**src/rtl/bit_serial_mult_ctrl.sv**
```systemverilog
// Sequencer for one bit-serial multiplier: streams a/b LSB-first (zero-padded to 2K bits),
// collects the 2K-bit product serially. Optional macro: BSM_CTRL_ZERO_BYPASS_EN.
module bit_serial_mult_ctrl #(
    parameter int unsigned K       = 8,
    parameter int unsigned P_DELAY = 0
) (
    input  logic           clk,
    input  logic           reset,
    input  logic           in_valid,
    output logic           in_ready,
    input  logic [K-1:0]   a,
    input  logic [K-1:0]   b,
    output logic           out_valid,
    input  logic           out_ready,
    output logic [2*K-1:0] product,
    output logic           busy,
    output logic           mult_x,
    output logic           mult_y,
    output logic           mult_first_bit,
    output logic           mult_last_bit,
    input  logic           mult_p
);

    localparam int unsigned   CW       = $clog2(2 * K);
    localparam logic [CW-1:0] LAST_IDX = CW'(2 * K - 1);

    typedef enum logic [1:0] {
        IDLE,
        RUN,
        DRAIN,
        DONE
    } state_t;

    state_t         state_q, state_d;
    logic [CW-1:0]  drv_cnt_q, drv_cnt_d;
    logic [CW-1:0]  cap_cnt_q, cap_cnt_d;
    logic [K-1:0]   a_sh_q, a_sh_d;
    logic [K-1:0]   b_sh_q, b_sh_d;
    logic [2*K-1:0] product_q, product_d;
    logic           in_ready_q, in_ready_d;
    logic           out_valid_q, out_valid_d;
    logic           busy_q, busy_d;
    logic           x_q, x_d;
    logic           y_q, y_d;
    logic           first_q, first_d;
    logic           last_q, last_d;

    logic run;
    logic accept;
    logic zero_op;
    logic cap_stb;

    assign run    = (state_q == RUN);
    assign accept = in_valid && in_ready_q;

`ifdef BSM_CTRL_ZERO_BYPASS_EN
    assign zero_op = (a == '0) || (b == '0);
`else
    assign zero_op = 1'b0;
`endif

    // Capture strobe is the drive-valid strobe delayed to line up with the multiplier's p output.
    if (P_DELAY == 0) begin : g_no_delay
        assign cap_stb = run;
    end else begin : g_delay
        logic [P_DELAY-1:0] vld_q;

        always_ff @(posedge clk or posedge reset) begin
            if (reset) begin
                vld_q <= '0;
            end else begin
                vld_q <= (vld_q << 1) | P_DELAY'(run);
            end
        end

        assign cap_stb = vld_q[P_DELAY-1];
    end

    always_comb begin
        state_d   = state_q;
        drv_cnt_d = drv_cnt_q;
        cap_cnt_d = cap_cnt_q;
        a_sh_d    = a_sh_q;
        b_sh_d    = b_sh_q;
        product_d = product_q;
        x_d       = 1'b0;
        y_d       = 1'b0;
        first_d   = 1'b0;
        last_d    = 1'b0;

        unique case (state_q)
            IDLE: begin
                if (accept) begin
                    product_d = '0;
                    if (zero_op) begin
                        state_d = DONE;
                    end else begin
                        state_d   = RUN;
                        drv_cnt_d = '0;
                        cap_cnt_d = '0;
                        // Bit 0 goes out with the first_bit marker; the rest stays queued.
                        a_sh_d    = a >> 1;
                        b_sh_d    = b >> 1;
                        x_d       = a[0];
                        y_d       = b[0];
                        first_d   = 1'b1;
                    end
                end
            end
            RUN: begin
                if (drv_cnt_q == LAST_IDX) begin
                    state_d = (P_DELAY == 0) ? DONE : DRAIN;
                end else begin
                    drv_cnt_d = drv_cnt_q + 1'b1;
                    x_d       = a_sh_q[0];
                    y_d       = b_sh_q[0];
                    a_sh_d    = a_sh_q >> 1;
                    b_sh_d    = b_sh_q >> 1;
                    last_d    = (drv_cnt_q == LAST_IDX - 1'b1);
                end
            end
            DRAIN: begin
                if (cap_stb && (cap_cnt_q == LAST_IDX)) begin
                    state_d = DONE;
                end
            end
            DONE: begin
                if (out_ready) begin
                    state_d = IDLE;
                end
            end
            default: state_d = IDLE;
        endcase

        if (cap_stb && (state_q == RUN || state_q == DRAIN)) begin
            product_d = {mult_p, product_q[2*K-1:1]};
            cap_cnt_d = cap_cnt_q + 1'b1;
        end

        in_ready_d  = (state_d == IDLE);
        out_valid_d = (state_d == DONE);
        busy_d      = (state_d == RUN) || (state_d == DRAIN);
    end

    always_ff @(posedge clk or posedge reset) begin
        if (reset) begin
            state_q     <= IDLE;
            drv_cnt_q   <= '0;
            cap_cnt_q   <= '0;
            a_sh_q      <= '0;
            b_sh_q      <= '0;
            product_q   <= '0;
            in_ready_q  <= 1'b0;
            out_valid_q <= 1'b0;
            busy_q      <= 1'b0;
            x_q         <= 1'b0;
            y_q         <= 1'b0;
            first_q     <= 1'b0;
            last_q      <= 1'b0;
        end else begin
            state_q     <= state_d;
            drv_cnt_q   <= drv_cnt_d;
            cap_cnt_q   <= cap_cnt_d;
            a_sh_q      <= a_sh_d;
            b_sh_q      <= b_sh_d;
            product_q   <= product_d;
            in_ready_q  <= in_ready_d;
            out_valid_q <= out_valid_d;
            busy_q      <= busy_d;
            x_q         <= x_d;
            y_q         <= y_d;
            first_q     <= first_d;
            last_q      <= last_d;
        end
    end

    assign in_ready       = in_ready_q;
    assign out_valid      = out_valid_q;
    assign product        = product_q;
    assign busy           = busy_q;
    assign mult_x         = x_q;
    assign mult_y         = y_q;
    assign mult_first_bit = first_q;
    assign mult_last_bit  = last_q;

endmodule

```
**config.mk**
```make
export PLATFORM = sky130hd
export DESIGN_NAME = bit_serial_mult_ctrl
export DESIGN_NICKNAME = d
export VERILOG_FILES = /design/src/rtl/bit_serial_mult_ctrl.sv
export SDC_FILE = /design/constraint.sdc
export NUM_CORES = 1
export LEC_CHECK = 0
export ABC_AREA = 0
export BUFFER_PORTS_ARGS = -buffer_cell sky130_fd_sc_hd__buf_2
export CORE_ASPECT_RATIO = 1.75
export CORE_MARGIN = 10
export CORE_UTILIZATION = 47
export CTS_CLUSTER_DIAMETER = 80
export CTS_CLUSTER_SIZE = 16
export DETAILED_ROUTE_END_ITERATION = 8
export PLACE_DENSITY = 0.8
export RECOVER_POWER = 25
export SETUP_SLACK_MARGIN = 0.5
export SLEW_MARGIN = 40
export SYNTH_ARGS = -nofsm -noshare
export SYNTH_HDL_FRONTEND = slang
export SYNTH_SLANG_ARGS = --single-unit
```
**constraint.sdc**
```tcl
create_clock -name clk -period 1.95 [get_ports clk]
set_clock_uncertainty 0.1 [all_clocks]
set_input_delay 0.0975 -clock clk [delete_from_list [all_inputs] [get_ports clk]]
set_output_delay 0.0975 -clock clk [all_outputs]
set_load 0.005 [all_outputs]
```
==> flow_summary.toml <==
[route]
wl_per_cell_um = 18.5
viasPerCell = 5.47
drc_errors = 0
dr.pass1.iters = 4
final_antenna_net_count = 0
vias = 1373
drt-initial-drc-count = 84
routed_wl_mm = 4.64

[floorplanning]
fp.dieH_um = 103
ioPinCount = 44
rows = 30
start_util_pct = 48.0
core_area_mm2 = 0.00387
dieWidth_um = 67.5
die-area_mm2 = 0.00696

[min_path]
holdPathEnd = "a_sh_q[0]"
hp-start = "a[1]"
hp-class = "in -> reg"
holdPathStages = 3

[timing]
period_share_pct = 88.8
tightest_slew_ps = 1030
holdWs_ps = 69.6
final_hold_viol_count = 0
setup_viol = 0
rsz0062_at_grt = "yes"
fmax_ghz = 0.577
slew_headroom_pct = 31.3
tns_ps = 0
finalCriticalPeriod_ps = 1730
drv_slew = 0

[yosys]
synth.avg_cell_area_um2 = 13.8
ys_ff_latch = 43
yosysWarnings = 0
ys_types = 27
synth_nets = 159
seq_area_frac_synth_pct = 58.0
syn-cell-area_mm2 = 0.00186
synthCells = 135

[clock_network]
cts_sinks = 43
numCtsBuffers = 5
cts_tree = "done"
clock_latency_ps = 290
clk_pin_slew_ps = 80
htree_num_levels = 2
cts_root_buffer = "clkbuf_8"
clk_path_buf_depth = 2

[placed_design]
gp_congestion = 0.727
dp_hpwl_mm = 2.87
placedCellCount = 222
port_buffers = 43

[global_routing]
globalRouteTotalUtil_pct = 13.4
grt_max_degree = 44
antenna_found_initial = 0
grt_first_pass_wirelength_mm = 7.29
grt_overflow = 0
grt_pass1_vias = 1510

[critical_path]
slowest_delay_ps = 400
startpoint_type = "flip-flop"
worstPathRequired_ps = 2030
worst_ep_arrival_time_ps = 1810
critPathSlowestCell = "dfrtp_1"
r2r_cells = 6
worst-setup-path-type = "reg -> reg"
r2r-end = "a_sh_q[2]"
worstPathCellList = "ha_2 > and4_4 > nor3_4 > buf_6 > buf_12 > mux2_4"
r2r_setup_slack_ps = 220
critPathCaptureType = "flip-flop"
worstReg2RegStart = "drv_cnt_q[1]"
crit_fanout = 7

[final_layout]
fin_cells = 251
layout_commonest_cell = "dfrtp_1"
diodes = 0
syn_to_final_growth_pct = 36.7
drive_gt1_share_pct = 47.8
final_cell_mix = "dfrtp_1 (41), buf_2 (36), a22o_1 (18), mux2_4 (14), mux2_2 (10)"
fin_nets = 226
fillCellCount = 290

[power]
leakage_nw = 1.28
peakVddDrop_v = 0.00138
totalPowerFinal_w = 0.00511
pwr_density_cell_mw_per_mm2 = 2010

[job]
drv_cap = 0

[outcome]
status = "complete, no violations"
==> sequential cells by signal (all words and copies together), names as in the netlist <==
name            count
mult_y              1
out_valid           1
in_ready            1
product            16
state_q             2
b_sh_q              7
drv_cnt_q           4
busy                1
mult_first_bit      1
mult_last_bit       1
a_sh_q              7
mult_x              1
==> worst max-delay path by stage <==
stage	start	end	slack (ps)	cells after the start
2_1_floorplan	drv_cnt_q[1]	b_sh_q[0]	90	5
3_3_place_gp	drv_cnt_q[1]	b_sh_q[4]	200	5
3_5_place_dp	drv_cnt_q[1]	a_sh_q[1]	150	5
4_1_cts	drv_cnt_q[1]	a_sh_q[1]	260	6
5_1_grt	drv_cnt_q[1]	a_sh_q[3]	200	6
6_report	drv_cnt_q[1]	a_sh_q[2]	220	6
==> report_power, final <==
part / total (W) / internal, W / leakage (nW) / switching [W]
Sequential: 0.00162 / 0.00130 / 0.541 / 0.000320
Combinational: 0.00270 / 0.00158 / 0.674 / 0.00112
Clock: 0.000799 / 0.000512 / 0.0654 / 0.000287
==> synth_stat cells (all sizes together) <==
master | count | area [um^2]
nand2 | 5 | 18.8
nor2 | 1 | 3.75
a21oi | 2 | 13.8
nor2b | 1 | 13.8
a41oi | 1 | 8.76
nand3 | 5 | 25.0
mux2i | 2 | 20.0
o21a | 1 | 7.51
dfrtp | 43 | 1080
o21ai | 4 | 20.0
and4 | 1 | 8.76
or2 | 1 | 6.26
a22o | 18 | 158
a31oi | 2 | 12.5
o22ai | 1 | 6.26
inv | 7 | 26.3
buf | 8 | 61.3
ha | 3 | 37.5
nand2b | 2 | 12.5
nor3 | 2 | 21.3
and2 | 1 | 6.26
mux2 | 24 | 293
==> stage by stage <==
step                      instance area [um^2]  setup slack, ps  utilization, %
after floorplan                           1880             91.7               -
after global placement                    2120              201            54.9
after detailed placement                  2120              150            54.9
after CTS                                 2490              265            64.3
after global routing                      2540              196            65.7
final                                     2540              218            65.7
==> timing repair <==
action | 4_1_cts | 5_1_grt
pin swaps | 2 | 3
setup buffers | 9 | 3
hold buffers | 8 | 0
gates cloned | 1 | 0
resized for setup | 17 | 9
hold endpoints to repair | 50 | 0
endpoints found under the setup margin | 39 | 27
==> logic make-up (layout without fill, tap and decap cells) <==
group | count (synthesis) | in the layout | synth area share, %
buf+inv | 15 | 83 | 4.72
fa+ha+maj | 3 | 3 | 2.02
flops | 43 | 43 | 58.0
simple gates | 19 | 19 | 6.27
mux | 26 | 26 | 16.8
compound gates | 29 | 29 | 12.2
==> critical path: cells and delay by family (launching register included) <==
| kind | cells | cell delay [ps] |
|---|---|---|
| DFF | 1 | 400 |
| muxes | 1 | 300 |
| adders and majority gates | 1 | 190 |
| buffers and inverters | 2 | 290 |
| and+or+nand+nor | 2 | 330 |
==> cell type report <==
type	instances	area (um^2)	area share, %
Multi-Input combinational cell	77	771	30.4
Sequential cell	43	1080	42.5
Inverter	7	26.3	1.03
Clock buffer	6	72.6	2.86
Timing Repair Buffer	68	470	18.5
Tap cell	48	60.1	2.37
Clock inverter	2	60.1	2.37
==> per-layer routing <==
layer  wire, um  vias up  GRT usage [%]
met2       2270       79           21.9
li1           -      621              -
met1       1760      656           15.7
met5          0        -              0
met3        491       17           5.33
met4        117        0           3.49
(Power assumes the default switching activity.)
